File: src/rtl/stage_sequencer.sv
// Five-stage instruction sequencer: walks S1..S5 per instruction, with a priming
// slot, memory-stall handling with timeout, halt handling and a retired count.
module stage_sequencer #(
  parameter logic [3:0]  NOP_OPCODE  = 4'h0,
  parameter logic [3:0]  HALT_OPCODE = 4'hF,
  parameter int unsigned WAIT_LIMIT  = 8,
  parameter int unsigned COUNT_WIDTH = 16
) (
  input  logic                   Clock,
  input  logic                   Reset,
  input  logic                   Run,
  input  logic                   Resume,
  input  logic                   Halt_Req,
  input  logic                   Mem_Busy,
  input  logic [3:0]             IR_Opcode,
  output logic [2:0]             Stage,
  output logic                   NOP_FLAG,
  output logic                   Stall,
  output logic                   Halted,
  output logic                   Timeout,
  output logic [COUNT_WIDTH-1:0] Instr_Count
);

  localparam int unsigned STALL_W = (WAIT_LIMIT < 1) ? 1 : $clog2(WAIT_LIMIT + 1);

  typedef enum logic [2:0] {
    ST_IDLE,
    ST_S1,
    ST_S2,
    ST_S3,
    ST_S4,
    ST_S5,
    ST_HALTED
  } state_t;

  state_t                 state_q, state_d;
  logic                   prime_q, prime_d;
  logic                   nop_q, nop_d;
  logic [STALL_W-1:0]     stall_cnt_q, stall_cnt_d;
  logic                   timeout_q, timeout_d;
  logic [COUNT_WIDTH-1:0] count_q, count_d;
  logic                   retire;

  // State and bookkeeping registers
  always_ff @(posedge Clock or posedge Reset) begin
    if (Reset) begin
      state_q     <= ST_IDLE;
      prime_q     <= 1'b0;
      nop_q       <= 1'b0;
      stall_cnt_q <= '0;
      timeout_q   <= 1'b0;
      count_q     <= '0;
    end else begin
      state_q     <= state_d;
      prime_q     <= prime_d;
      nop_q       <= nop_d;
      stall_cnt_q <= stall_cnt_d;
      timeout_q   <= timeout_d;
      count_q     <= count_d;
    end
  end

  // Next-state, bookkeeping updates and decoded outputs
  always_comb begin
    state_d     = state_q;
    prime_d     = prime_q;
    nop_d       = nop_q;
    stall_cnt_d = stall_cnt_q;
    timeout_d   = timeout_q;
    count_d     = count_q;
    retire      = 1'b0;
    Stage       = 3'd0;
    NOP_FLAG    = 1'b0;
    Stall       = 1'b0;
    Halted      = 1'b0;

    case (state_q)
      ST_IDLE: begin
        if (Run) begin
          state_d = ST_S5;
          prime_d = 1'b1;
        end
      end
      ST_S1: begin
        Stage    = 3'd1;
        NOP_FLAG = (IR_Opcode == NOP_OPCODE);
        if (IR_Opcode == HALT_OPCODE) begin
          state_d = ST_HALTED;
          retire  = 1'b1;
        end else begin
          state_d = ST_S2;
          nop_d   = (IR_Opcode == NOP_OPCODE);
        end
      end
      ST_S2: begin
        Stage    = 3'd2;
        NOP_FLAG = nop_q;
        state_d  = ST_S3;
      end
      ST_S3: begin
        Stage       = 3'd3;
        NOP_FLAG    = nop_q;
        state_d     = ST_S4;
        stall_cnt_d = '0;
      end
      ST_S4: begin
        Stage    = 3'd4;
        NOP_FLAG = nop_q;
        Stall    = Mem_Busy;
        if (Mem_Busy) begin
          // Give up once the full wait budget has already been spent
          if (stall_cnt_q == STALL_W'(WAIT_LIMIT)) begin
            state_d   = ST_HALTED;
            timeout_d = 1'b1;
          end else begin
            stall_cnt_d = stall_cnt_q + STALL_W'(1);
          end
        end else begin
          state_d = ST_S5;
        end
      end
      ST_S5: begin
        Stage    = 3'd5;
        NOP_FLAG = prime_q | nop_q;
        prime_d  = 1'b0;
        retire   = ~prime_q;
        if (Halt_Req)  state_d = ST_HALTED;
        else if (!Run) state_d = ST_IDLE;
        else           state_d = ST_S1;
      end
      ST_HALTED: begin
        Halted = 1'b1;
        if (Resume && !Halt_Req && !timeout_q) begin
          state_d = ST_S5;
          prime_d = 1'b1;
        end
      end
      default: begin
        state_d = ST_IDLE;
      end
    endcase

    // Saturating retired-instruction count
    if (retire && (count_q != {COUNT_WIDTH{1'b1}})) begin
      count_d = count_q + COUNT_WIDTH'(1);
    end
  end

  assign Timeout     = timeout_q;
  assign Instr_Count = count_q;

endmodule

File: config.mk
export PLATFORM = sky130hd
export DESIGN_NAME = stage_sequencer
export DESIGN_NICKNAME = d
export VERILOG_FILES = /design/src/rtl/stage_sequencer.sv
export SDC_FILE = /design/constraint.sdc
export NUM_CORES = 1
export LEC_CHECK = 0
export BUFFER_PORTS_ARGS = -buffer_cell sky130_fd_sc_hd__buf_4
export CAP_MARGIN = 10
export CORE_MARGIN = 2
export CORE_UTILIZATION = 48
export DETAILED_ROUTE_END_ITERATION = 6
export HOLD_SLACK_MARGIN = 0.12
export PLACE_DENSITY = 0.85
export SETUP_SLACK_MARGIN = 0.5
export SLEW_MARGIN = 20
export SYNTH_ARGS = -nofsm -noshare
export SYNTH_HDL_FRONTEND = slang
export SYNTH_SLANG_ARGS = --single-unit
File: constraint.sdc
create_clock -name Clock -period 1.7 [get_ports Clock]
set_input_delay 0.34 -clock Clock [delete_from_list [all_inputs] [get_ports Clock]]
set_output_delay 0.34 -clock Clock [all_outputs]
set_load 0.01 [all_outputs]
# After elaboration in Yosys (flattened, before gate mapping)
# Index checks and enable logic that the tools add are counted.
# totals
word_cells	60
ff_bits	26
out_inout_bits	23
# classes
n_bitwise	3
eq_ne	14
add_sub_neg	2
mux	20
n_reduce_logical	15
# op_table
op	n
one-hot mux 3 bit (7 select lines)	1
two-way mux 3 bit	6
adder 16 x 1 -> 16 bit (second input constant)	1
inequality test 16 bit (second input constant)	1
one-hot mux 3 bit (5 select lines)	1
AND reduction 3 bit	4
== test 3 bit (second input constant)	3
== test 4 bit (second input constant)	2
two-way mux 4 bit	2
inequality test 2 bit (second input constant)	4
one-hot mux 4 bit (2 select lines)	1
== test 3 x 2 -> 1 bit (second input constant)	2
two-way mux 1 bit	6
one-hot mux 1 bit (3 select lines)	2
adder 4 x 1 -> 4 bit (second input constant)	1
zero test 4 bit	1
== test 3 x 1 -> 1 bit (second input constant)	1
logical AND 1 bit	3
zero test 3 bit	1
inequality test 3 bit (second input constant)	1
nonzero test 3 bit	1
OR reduction 3 bit	1
zero test 1 bit	2
NOT 1 bit	2
other kinds (4)	4

# Logic depth before layout (Yosys ltp)
# depth
ltp_word	5
depth_mapped	6
depth_no_buf	6

# Least setup slack after synthesis
# Ideal clock, no wire load.
# synth_path
kind	register -> register
from	register count_q[0] (netlist: Instr_Count[0])
to	register count_q[14] (netlist: Instr_Count[14])
path_buffers	0
slack_ns	-0.229
stages_incl_launch_ff	6
required_ns	1.572
arrival_ns	1.802
cell_sequence	dfrtp_1 ha_1 nand4_1 or2_2 nor4_2 mux2_1
# synth_via
elab_chain_cells	2
elab_cells_between_ends	3
cone_classes	1 x add/sub; 1 x eq/ne; 1 x reduce/logical
# synth_rtl
element	line_no	source
start, declared	41	logic [COUNT_WIDTH-1:0] count_q, count_d;
start signal, assigned	59	count_q <= count_d;
branches (longest 2 deep; another with adder 16 x 1 -> 16 bit)	-	
# Several ways; the timed one is not identified.
# A chain may end at the register's enable or synchronous reset.

# Final worst setup path
# layout_path
from	register state_q[1]
to	register count_q[6] (netlist: Instr_Count[6])
# layout_via
elab_chain_cells	3
elab_cells_between_ends	4
cone_classes	2 x eq/ne; 1 x mux; 1 x reduce/logical
# layout_rtl
element	line_no	source
start, declared	36	state_t state_q, state_d;
start signal, assigned	54	state_q <= state_d;
== test 3 bit or == test 3 x 1 -> 1 bit (tied branches)	77	case (state_q)
one-hot mux 1 bit (2 select lines) (*)	77	
logical AND 1 bit (*)	144	if (retire && (count_q != {COUNT_WIDTH{1'b1}})) begin
# Mark *: on every way between the ends. The rest lies on a longest branch, timed or not.

==> out/results.ini <==
[run_status]
status=finished with violations
failed_checks=setup timing

[hold_path]
hold_path_class=in -> reg

[placement]
hpwl_um=2770
place.port_buffers=32
placed_cells=255
gp_congestion=0.922

[sta]
worst_pin_slew_ps=430
slew_headroom_pct=71.2
period_share_pct=119
max_freq_mhz=493
fin_setup_tns_ps=-4540
finalSetupViolCount=26
setup_slack_ps=-329
skew_ps=2.64
fin_crit_ps=2030
hold_viol=0
drv_slew=0
rsz0062_at_grt=yes

[synth]
yosysTopAreaCell=dfrtp_1
synth.top_cells.by_area=dfrtp_1, xor2_1, ha_1
synth_seq_cells=26
synth_nets=170
synth-edff-count=0
ys_seq_area_share_pct=42.2
ys.flop_type=dfrtp_1
yosys.area.top_type_share_pct=42.2
syn-cell-area_um2=1540
syn_avg_cell_area_um2=9.95
synth_cells=155
synthArstFlopShare_pct=100
ys.warnings.count=0
ys_types=48

[clocking]
clk_latency_ps=340
clk_pin_slew_ps=150
root_buffer=clkbuf_4
numCtsBuffers=3
cts_tree=yes
cts.sinks=26
ctsHtreeMaxLevel=1
clockBufferDepth=2

[route]
drt_first_pass_iters=4
wl_per_cell_um=20.8
drcViolationCount=0
viasPerCell=5.86
drt_iter0_drc=92
postRouteAntennaNets=0
routed_wl_um=5900
dr_total_vias=1663

[global_routing]
grt_use_total_pct=30.0
grt_overflow=0
grt_max_degree=27
met2_usage_pct=57.0
grt_first_pass_wirelength_um=7970
use_met3_pct=4.26
grt_busiest_layer=met2
antenna_found_initial=0
grt_pass1_vias=1682
met1_usage_pct=35.3

[critical_path]
crit_path_end_kind=register
slowest_stage=or4b_4
arrival_ps=2270
max_stage_delay_ps=510
path_cells=buf_4 > or3b_4 > o22a_4 > or4b_4 > xnor2_2
criticalPathCategory=reg -> reg
worst-endpoint-required_ps=1950
cp_num_buf_inv=1
crit_family=simple AND/OR/NAND/NOR gates
cp-start-kind=register
crit_fanout=5

[floorplan]
dieArea_um2=3680
start_util_pct=50.5
core_um2=3050
die-height_um=60.7
placementRows=20
die_x_um=60.7
io_pins=33

[final_layout]
syn_to_final_growth_pct=78.3
fin_cells=284
fillCellCount=131
final_nets=256
drive_above_1_share_pct=55.4
antenna_cells=0

[power]
power.static_leakage_nw=1.25
power_density_nw_per_um2=1440
swShare_pct=40.1
irDropWorstVdd_mv=0.892
pwr-share-comb_pct=63.9
p_int_w=0.00238
p_sw_w=0.00159
clkPwrFrac_pct=11.2
p_seq_share_pct=24.9

[run]
max-cap-violations=0

==> area by class of cell <==
class / instances / area, um2 / share of cell area, %
Inverter: 8 / 32.5 / 1.18
Clock inverter: 1 / 30.0 / 1.09
Clock buffer: 3 / 22.5 / 0.819
Multi-Input combinational cell: 117 / 1110 / 40.5
Timing Repair Buffer: 85 / 841 / 30.6
Sequential cell: 26 / 656 / 23.8
Tap cell: 44 / 55.1 / 2.00
==> worst paths after layout <==
check | startpoint | to | slack [ps] | cells past startpoint
min reg2reg | nop_q | nop_q | 540 | 2
min in group asynchronous | Reset | stall_cnt_q[2] | 630 | 4
max in group asynchronous | Reset | Instr_Count[15] | 800 | 4
min | Resume | prime_q | 280 | 3
max | state_q[1] | Instr_Count[6] | -330 | 5
max reg2reg | state_q[1] | Instr_Count[6] | -330 | 5
==> cells by family after synthesis <==
kind of cell    Yosys count  share of synthesized area [%]
mux                       5                           3.57
buf+inv                  12                           3.16
fa+ha+maj                 5                           4.06
flops                    26                           42.2
simple gates             68                           27.3
xor+xnor                 16                           9.08
compound gates           23                           10.6
==> per-stage QoR <==
stage | cell area, um2 | utilization, % | hold WS (ps) | setup slack, ps | total power, W
after global routing | 2750 | 90.1 | 292 | -347 | 0.00414
after global placement | 2050 | 67.0 | 412 | -25.0 | 0.00248
after floorplan | 1570 | - | 380 | -126 | 0.00190
after CTS | 2590 | 84.9 | 291 | -214 | 0.00359
after detailed placement | 2050 | 67.0 | 417 | -105 | 0.00257
final | 2750 | 90.1 | 275 | -329 | 0.00396
==> worst reg2reg max path, cell delays in order, from the launching register on <==
cell and delay, ps:
dfrtp_1 430, buf_4 140, or3b_4 420, o22a_4 280, or4b_4 510, xnor2_2 150
==> per-layer routing <==
| layer | share of wire (%) | vias to the layer above | routed length (um) |
|---|---|---|---|
| met5 | 0 | - | 0 |
| met1 | 37 | 827 | 2200 |
| li1 | - | 741 | - |
| met2 | 55 | 77 | 3220 |
| met3 | 5.0 | 18 | 293 |
| met4 | 3.0 | 0 | 177 |
==> repair_timing <==
action                                  in CTS  in global routing
buffers inserted                            17                  7
hold buffers                                 1                  0
endpoints found under the setup margin      49                 49
pin swaps                                   20                 21
gates resized for setup                     82                 22
endpoints found under the hold margin       26                  0
==> power groups by stage <==
stage,sequential [W],combinational (W),clock [W]
6_report,0.000986,0.00253,0.000445
5_1_grt,0.000991,0.00268,0.000468
3_3_place_gp,0.000920,0.00156,0
4_1_cts,0.000952,0.00221,0.000430
2_1_floorplan,0.00102,0.000881,0
3_5_place_dp,0.000935,0.00163,0
==> Yosys cell counts (2+ instances only) <==
library cell	instances
a21oi_1	4
and3_1	2
buf_1	2
dfrtp_1	26
ha_1	5
inv_1	8
mux2_2	3
nand2_1	12
nand2b_1	3
nand3_1	8
nand3b_1	2
nand4_1	5
nor2_1	12
nor3_1	7
nor4_2	3
o21ai_0	5
o22ai_1	2
or2_2	2
xnor2_1	5
xor2_1	11
==> layout by cell type (no fill, tap or decap), types with 2 or more instances in the layout <==
cell and instances:
nor4_4 4, nand3b_1 2, xnor2_2 3, nand3_1 6, inv_1 7, and3_1 2
xnor2_1 2, ha_1 2, a21oi_1 3, dfrtp_1 22, buf_4 35, mux2_4 3
nor3_4 6, buf_8 2, dfrtp_2 4, nor2_1 11, nand4_1 5, nand3_4 2
o21ai_2 3, buf_6 46, ha_4 2, nand2b_1 3, xor2_1 11, clkbuf_4 3
nand2_1 10
==> registers in the layout (all words and copies together) (netlist names) <==
register and flops:
Instr_Count 16, state_q 3, nop_q 1, stall_cnt_q 4, prime_q 1, Timeout 1
Note: power is estimated with default switching activity, not from simulation.
